File: config.mk
export PLATFORM = sky130hd
export DESIGN_NAME = edge_detection_line_ctrl
export DESIGN_NICKNAME = d
export VERILOG_FILES = /design/src/rtl/edge_detection_line_ctrl.sv
export SDC_FILE = /design/constraint.sdc
export NUM_CORES = 1
export LEC_CHECK = 0
export CAP_MARGIN = 10
export CORE_MARGIN = 2
export CORE_UTILIZATION = 55
export DETAILED_ROUTE_END_ITERATION = 12
export PLACE_DENSITY = 0.87
export SLEW_MARGIN = 20
export SYNTH_ARGS = -nofsm -noshare
export SYNTH_HDL_FRONTEND = slang
export SYNTH_SLANG_ARGS = --single-unit
File: constraint.sdc
create_clock -name I_PCLK -period 4.2 [get_ports I_PCLK]
set_clock_uncertainty 0.2 [all_clocks]
set_input_delay 0.63 -clock I_PCLK [delete_from_list [all_inputs] [get_ports I_PCLK]]
set_output_delay 0.63 -clock I_PCLK [all_outputs]
set_load 0.05 [all_outputs]
File: src/rtl/edge_detection_line_ctrl.sv
// Line-buffer scheduler for a 3x3 Sobel window: tracks VSYNC/DE, rotates three line
// RAMs and emits one registered window strobe per output pixel, plus a flush line.
module edge_detection_line_ctrl #(
   parameter int H_PIXELS = 640,
   parameter int V_LINES  = 480,
   parameter int COL_W    = 10,
   parameter int ROW_W    = 9
) (
   input  logic             I_PCLK,
   input  logic             I_RST,
   input  logic             I_VSYNC,
   input  logic             I_DE,
   output logic             O_WR_EN,
   output logic [COL_W-1:0] O_WR_ADDR,
   output logic [1:0]       O_WR_SEL,
   output logic [COL_W-1:0] O_RD_ADDR,
   output logic [1:0]       O_RD_SEL_TOP,
   output logic [1:0]       O_RD_SEL_MID,
   output logic             O_WIN_VALID,
   output logic [ROW_W-1:0] O_WIN_ROW,
   output logic [COL_W-1:0] O_WIN_COL,
   output logic             O_BORDER,
   output logic             O_FRAME_START,
   output logic             O_FRAME_DONE,
   output logic             O_ERR
);

   typedef enum logic [2:0] {S_IDLE, S_VSYNC, S_WAIT, S_LINE, S_FLUSH} state_t;

   localparam logic [COL_W-1:0] C_H      = COL_W'(H_PIXELS);
   localparam logic [COL_W-1:0] C_H_LAST = COL_W'(H_PIXELS - 1);
   localparam logic [ROW_W-1:0] C_V_LAST = ROW_W'(V_LINES - 1);

   state_t           r_state, w_state_nxt;
   logic [COL_W-1:0] r_col;
   logic [ROW_W-1:0] r_row;
   logic [1:0]       r_wsel;

   logic w_in_frame, w_abort, w_pix, w_accept, w_overrun, w_line_end, w_short;
   logic w_flush, w_flush_end, w_frame_start, w_last_row;
   logic [1:0] w_wsel_p1, w_wsel_p2;

   assign w_in_frame    = (r_state == S_WAIT) || (r_state == S_LINE);
   assign w_abort       = w_in_frame && I_VSYNC;
   assign w_pix         = w_in_frame && I_DE && !I_VSYNC;
   assign w_accept      = w_pix && (r_col < C_H);
   assign w_overrun     = w_pix && (r_col >= C_H);
   assign w_line_end    = (r_state == S_LINE) && !I_DE && !I_VSYNC;
   assign w_short       = w_line_end && (r_col < C_H);
   assign w_last_row    = (r_row == C_V_LAST);
   assign w_flush       = (r_state == S_FLUSH);
   assign w_flush_end   = w_flush && (r_col == C_H_LAST);
   assign w_frame_start = w_pix && (r_state == S_WAIT) && (r_row == '0);
   assign w_wsel_p1     = (r_wsel == 2'd2) ? 2'd0 : r_wsel + 2'd1;
   assign w_wsel_p2     = (r_wsel == 2'd0) ? 2'd2 : r_wsel - 2'd1;

   // NOTE: every always_comb output gets a default first so no latch can be inferred.
   always_comb begin
      w_state_nxt = r_state;
      case (r_state)
         S_IDLE:  if (I_VSYNC) w_state_nxt = S_VSYNC;
         S_VSYNC: if (!I_VSYNC) w_state_nxt = S_WAIT;
         S_WAIT: begin
            if (I_VSYNC)   w_state_nxt = S_VSYNC;
            else if (I_DE) w_state_nxt = S_LINE;
         end
         S_LINE: begin
            if (I_VSYNC)    w_state_nxt = S_VSYNC;
            else if (!I_DE) w_state_nxt = w_last_row ? S_FLUSH : S_WAIT;
         end
         S_FLUSH: if (w_flush_end) w_state_nxt = S_IDLE;
         default: w_state_nxt = S_IDLE;
      endcase
   end

   logic             w_win, w_sel_en, w_border;
   logic [ROW_W-1:0] w_win_row;
   logic [COL_W-1:0] w_win_col;

   // Window outputs for the coming cycle; flush windows sit on the last frame row.
   always_comb begin
      w_win     = (w_accept && (r_row != '0)) || w_flush;
      w_sel_en  = w_accept || w_flush;
      w_win_row = '0;
      w_win_col = '0;
      if (w_flush) begin
         w_win_row = C_V_LAST;
         w_win_col = r_col;
      end else if (w_win) begin
         w_win_row = r_row - ROW_W'(1);
         w_win_col = r_col;
      end
      w_border = w_win && ((w_win_row == '0) || (w_win_row == C_V_LAST) ||
                           (w_win_col == '0) || (w_win_col == C_H_LAST));
   end

   // NOTE: sequential state uses non-blocking assignments so all registers update together.
   always_ff @(posedge I_PCLK) begin
      if (I_RST) begin
         r_state       <= S_IDLE;
         r_col         <= '0;
         r_row         <= '0;
         r_wsel        <= 2'd0;
         O_WR_EN       <= 1'b0;
         O_WR_ADDR     <= '0;
         O_WR_SEL      <= 2'd0;
         O_RD_ADDR     <= '0;
         O_RD_SEL_TOP  <= 2'd0;
         O_RD_SEL_MID  <= 2'd0;
         O_WIN_VALID   <= 1'b0;
         O_WIN_ROW     <= '0;
         O_WIN_COL     <= '0;
         O_BORDER      <= 1'b0;
         O_FRAME_START <= 1'b0;
         O_FRAME_DONE  <= 1'b0;
         O_ERR         <= 1'b0;
      end else begin
         r_state <= w_state_nxt;

         case (r_state)
            S_VSYNC: if (!I_VSYNC) begin
               r_col  <= '0;
               r_row  <= '0;
               r_wsel <= 2'd0;
            end
            S_WAIT, S_LINE: if (!I_VSYNC) begin
               if (I_DE) begin
                  if (r_col < C_H) r_col <= r_col + COL_W'(1);
               end else if (r_state == S_LINE) begin
                  // Row saturates on the last line; flush windows use a fixed row.
                  r_col  <= '0;
                  r_wsel <= w_wsel_p1;
                  if (!w_last_row) r_row <= r_row + ROW_W'(1);
               end
            end
            S_FLUSH: r_col <= w_flush_end ? '0 : r_col + COL_W'(1);
            default: ;
         endcase

         O_WR_EN       <= w_accept;
         O_WR_ADDR     <= w_accept ? r_col : '0;
         O_WR_SEL      <= w_sel_en ? r_wsel : 2'd0;
         O_RD_SEL_TOP  <= w_sel_en ? w_wsel_p1 : 2'd0;
         O_RD_SEL_MID  <= w_sel_en ? w_wsel_p2 : 2'd0;
         O_WIN_VALID   <= w_win;
         O_WIN_ROW     <= w_win_row;
         O_WIN_COL     <= w_win_col;
         O_RD_ADDR     <= w_win_col;
         O_BORDER      <= w_border;
         O_FRAME_START <= w_frame_start;
         O_FRAME_DONE  <= w_flush_end;

         if (w_frame_start)                          O_ERR <= 1'b0;
         else if (w_abort || w_overrun || w_short)   O_ERR <= 1'b1;
      end
   end

endmodule

== After elaboration in Yosys (flattened, before gate mapping) ==
Index checks and enable logic that the tools add are counted.
W data, S select, Z words.
Cells by class
  order comparisons: 2
  equal/unequal tests: 20
  multiplexer cells: 33
  bitwise operators: 2
  reduce and logical (&&, ||, !) cells: 40
  $add $sub $neg: 5
Operators with widths (number)
  $mux W10: 8
  $mux W9: 7
  $pmux W10 S3: 1
  $mux W3: 8
  $eq A10 B10 Y1 const B: 2
  $eq A9 B9 Y1 const B: 2
  $logic_not A9 Y1: 2
  $pmux W9 S2: 1
  $pmux W3 S5: 1
  $reduce_and A5 Y1: 3
  $logic_and A1 B1 Y1: 13
  $mux W2: 6
  $ne A2 B2 Y1 const B: 6
  $ne A3 B3 Y1 const B: 4
  $add A10 B1 Y10 const B: 1
  $ge A10 B10 Y1 const B: 1
  $logic_not A10 Y1: 1
  $lt A10 B10 Y1 const B: 1
  $add A9 B1 Y9 const B: 1
  $reduce_bool A9 Y1: 1
  $sub A9 B1 Y9 const B: 1
  $logic_or A1 B1 Y1: 8
  $reduce_or A2 Y1: 4
  $eq A3 B2 Y1 const B: 2
  15 further kinds: 17
Storage, ports and cells
  bits in registers: 65
  bits of input ports: 4
  output and inout port bits: 51
  logic and storage cells: 119

== Longest topological paths before layout ==
  depth in word-level cells: 14
  gate-level depth with buffers: 9

== Least setup slack after synthesis ==
No wires, ideal clock.
  kind: reg2reg
  start point: register r_row[0]
  end point: register O_WIN_COL[2]
  data required time: 3.887 ns
  buffers on the path: 1
  library setup time: 0.113 ns
  cell stages (with the launch flop): 10
  path slack: 1.739 ns
  arrival: 2.148 ns
  period minus slack after synthesis: 2.461 ns
  path through: dfxtp_1 > inv_1 > ha_1 > or4b_4 > or4_4 > o21ai_2 > and2_4 > buf_8 > inv_6 > and2_4
Between the ends
  longest elaborated chain between the ends: 5
Ends and longest elaborated chain
  start, declared: line 36  | logic [ROW_W-1:0] r_row;
  start signal, assigned: line 133  | if (!w_last_row) r_row <= r_row + ROW_W'(1);
  $reduce_bool A9 Y1: line 82  | w_win = (w_accept && (r_row != '0)) || w_flush;
  $logic_and A1 B1 Y1: line 82
  $logic_or A1 B1 Y1: line 82
  $mux W10: line 89  | end else if (w_win) begin
  $mux W10: line 86  | if (w_flush) begin
  end signal, assigned: line 147  | O_WIN_COL <= w_win_col;
  end, declared: line 21  | output logic [COL_W-1:0] O_WIN_COL,
No other way between the ends.
A chain may end at the register's enable or synchronous reset.

== Final worst setup path ==
  start point: register r_row[0]
  end point: register O_WIN_COL[7]
The elaborated chain is that of the path after synthesis.

==> results summary <==
The synthesized area divided by synthesized cell count came out at 9.18 sq um. The synthesized design spends more area on one cell type than any other, namely sky130_fd_sc_hd__dfxtp_1. The maximum number of buffers from clock root to sink came out at 2.

The total wire length came out at 5.79 mm. The most common cell in the synthesized netlist is sky130_fd_sc_hd__dfxtp_1. The remaining design rule violation count came out at 0. In this run, synthesis produced a sequential element count of 65. The number of antenna violations at the first check in global routing was 0. The startpoint of the most critical setup path is r_row[0]. The worst setup slack for register-to-register paths is 1.55 ns. The peak fanout along the critical path is 10. The final HPWL from detailed placement is around 4.1 mm. The endpoint identified for the worst register-to-register timing path is O_WIN_COL[7]. The chip height is 75.0 um.

The number of buffers created by CTS came out at 9. In the synthesized netlist, the cells that appear most often are sky130_fd_sc_hd__dfxtp_1, sky130_fd_sc_hd__nor2_1, sky130_fd_sc_hd__a21oi_1, sky130_fd_sc_hd__clkbuf_1, sky130_fd_sc_hd__xnor2_1. The leading register cell type out of synthesis is sky130_fd_sc_hd__dfxtp_1. The number of distinct library cell variants in the gate-level netlist after synthesis is 49. The number of inserted diodes came out at 0.

The die covers 0.00562 sq mm. The die boundary width is 75.0 um. Max-cap violations in this run came to 0.

The number of levels the H-tree was split into came out at 3. The post-layout minimum cycle time is 2.65 ns. Before antenna repair, the detailed router went through 4 iterations. The post-route core utilization came out at 72.7%. The total congestion overflow after global routing is 0.

The via count of the first global-routing pass came out at 2119. The worst hold path belongs to the class reg -> reg. The maximum number of pins on one net before global-route repair came out at 15. The total nets after synthesis is 312. In this run the clock root is driven by a sky130_fd_sc_hd__clkbuf_8. The number of hold-slack violations in the final timing report is 0. The critical path launch point type is a register. The flow ran to the end, and the final reports show no timing, DRC or antenna violations. The count of nets left with antenna violations once routing finished came out at 0. The number of vias after detailed routing is 2270. Data on the critical path arrives at its endpoint at 2.68 ns. The congestion estimate from routability-driven global placement came to 0.883. Setup repair after global routing left no endpoint under its margin.

Input and output buffers added on the ports amount to 54. The total leakage power came out at 1.27 nW. The relative slew slack is between 30% and 40%. The post-layout net count came out at about 350. Cells with a size suffix above 1 make up 10.5% of the layout.

The clock-pin slew on the worst setup and hold paths is 0.07 ns. The number of fill cells in the layout came out at around 360. The depth of the worst register-to-register path came out at 8. The initial core utilization came out at 57.9%. The hold path startpoint is r_wsel[0]. The slew at the pin with the worst max-slew slack came out at 0.957 ns. Timing would allow up to ~380 MHz. The number of cells upsized or downsized after cts is 0. In the synthesized netlist the async set-or-reset flop fraction comes to 0%. The area of the core came out at 0.00479 sq mm. The worst register-to-register path begins at r_row[0]. The setup-violating endpoint count in the final report is 0.

The overall fraction of global-route tracks in use is a little under a quarter. The detailed router finished its first iteration with 148 violations. The cell area after technology mapping came out at 0.00277 sq mm. The routed length per placed instance came out at 14.1 um. In this run the power density over the cells is 370 mW/mm^2. The post-route clock period utilization is roughly 63%. The floorplan has 25 rows.

The worst endpoint required time came out at 4.24 ns. STA classifies the critical path endpoint as a register. The buffers inserted during post-CTS setup optimization is 0.

TritonCTS built the clock tree. The boundary pin count is 55. The max-slew violation total from the final report was 0. The worst IR drop on VDD is 0.000231 V. The synthesized design contains 0 enable-type register cells. The capturing instance or port of the critical path is O_WIN_COL[7].

The portion of synthesized cell area occupied by the leading cell type came out at 47.0%. The post-detailed-route via-to-cell ratio came out at roughly 5.5. The wire length of the first global-routing pass is 9.69 mm.

The Yosys warning count is 0. The area growth from synthesis to layout is 25.6%. The worst setup path is of the reg -> reg kind. The count of mapped cells out of synthesis is 302. For this run, the register share of the synthesized area comes to 47.0%.

The final setup TNS came out at 0 ns. The hold buffer count at CTS is 0. The clock latency on the worst-skew pair came out at 0.34 ns. In the post-synthesis netlist, the biggest area contributors are sky130_fd_sc_hd__dfxtp_1, sky130_fd_sc_hd__nor2_1, sky130_fd_sc_hd__xnor2_1. The total clock sinks is 65.
[sequential cells by signal, indices dropped and copies added (netlist names), 2 cells and up]
signal        cells
O_RD_SEL_MID      2
O_RD_SEL_TOP      2
O_WIN_COL        10
O_WIN_ROW         9
O_WR_ADDR        10
O_WR_SEL          2
r_col            10
r_row             9
r_state           3
r_wsel            2
[how the worst min path moves through the flow]
stage,cells past startpoint,slack (ns),to
after floorplan,1,0.25,O_RD_SEL_MID[0]
after detailed placement,1,0.28,O_RD_SEL_MID[0]
after CTS,1,0.29,O_RD_SEL_MID[0]
final,1,0.30,O_RD_SEL_MID[0]
after global routing,1,0.32,O_RD_SEL_MID[0]
after global placement,2,0.27,r_wsel[1]
[critical path, stage by stage, from the launching register on]
cell,delay [ns]
sky130_fd_sc_hd__dfxtp_1,0.39
sky130_fd_sc_hd__inv_1,0.11
sky130_fd_sc_hd__ha_1,0.21
sky130_fd_sc_hd__or4b_4,0.48
sky130_fd_sc_hd__or4_4,0.44
sky130_fd_sc_hd__o21ai_2,0.24
sky130_fd_sc_hd__and2_4,0.25
sky130_fd_sc_hd__inv_6,0.06
sky130_fd_sc_hd__and2_4,0.15
[layout by cell type, fill, tap and decap left out, drive strengths merged, types with 10 or more instances in the layout]
master | Yosys | layout
inv | 11 | 11
clkdlybuf4s50 | 0 | 54
nor2 | 36 | 36
nand2 | 11 | 11
and2 | 20 | 20
dfxtp | 65 | 65
o21ai | 10 | 10
xnor2 | 14 | 14
a21oi | 15 | 15
[cells by family after synthesis]
| family | share of synthesized area [%] |
|---|---|
| muxes | 0.361 |
| DFF | 47.0 |
| adders and majority gates | 2.71 |
| buffers and inverters | 7.63 |
| xor gates and xnor gates | 6.64 |
| and+or+nand+nor | 26.6 |
| AOI/OAI and AO/OA | 9.12 |
[power breakdown]
group	total, mW	internal, mW	switching, mW
Sequential	0.622	0.619	0.00384
Combinational	0.0345	0.0125	0.0220
Clock	0.633	0.394	0.239
[layout make-up]
cell class	instances	area [sq um]	share of cell area (%)
clock inverters	7	119	3.41
multi-input cells	197	1260	36.2
inverters	11	46.3	1.33
well taps	67	83.8	2.41
clock buffers	9	124	3.56
flip-flops and latches	65	1300	37.4
repair buffers	55	548	15.7
[routing by layer]
| layer | global-route usage [%] | wire length (um) | up-vias |
|---|---|---|---|
| met1 | 29.2 | 2470 | 1059 |
| li1 | - | - | 1099 |
| met4 | 11.9 | 88 | 0 |
| met3 | 4.82 | 432 | 12 |
| met2 | 36.5 | 2790 | 100 |
| met5 | 0 | 0 | - |
[metrics by stage]
| step | instance area [sq um] | total power [mW] | hold WS (ns) | setup WS, ns | cells |
|---|---|---|---|---|---|
| after floorplan | 2770 | 0.659 | 0.252 | 1.74 | 302 |
| after global placement | 3240 | 0.669 | 0.272 | 1.30 | 395 |
| after detailed placement | 3240 | 0.670 | 0.285 | 1.26 | 395 |
| after CTS | 3480 | 1.30 | 0.295 | 1.57 | 411 |
| after global routing | 3480 | 1.32 | 0.325 | 1.35 | 411 |
| final | 3480 | 1.29 | 0.300 | 1.55 | 411 |
(Power assumes the default switching activity.)
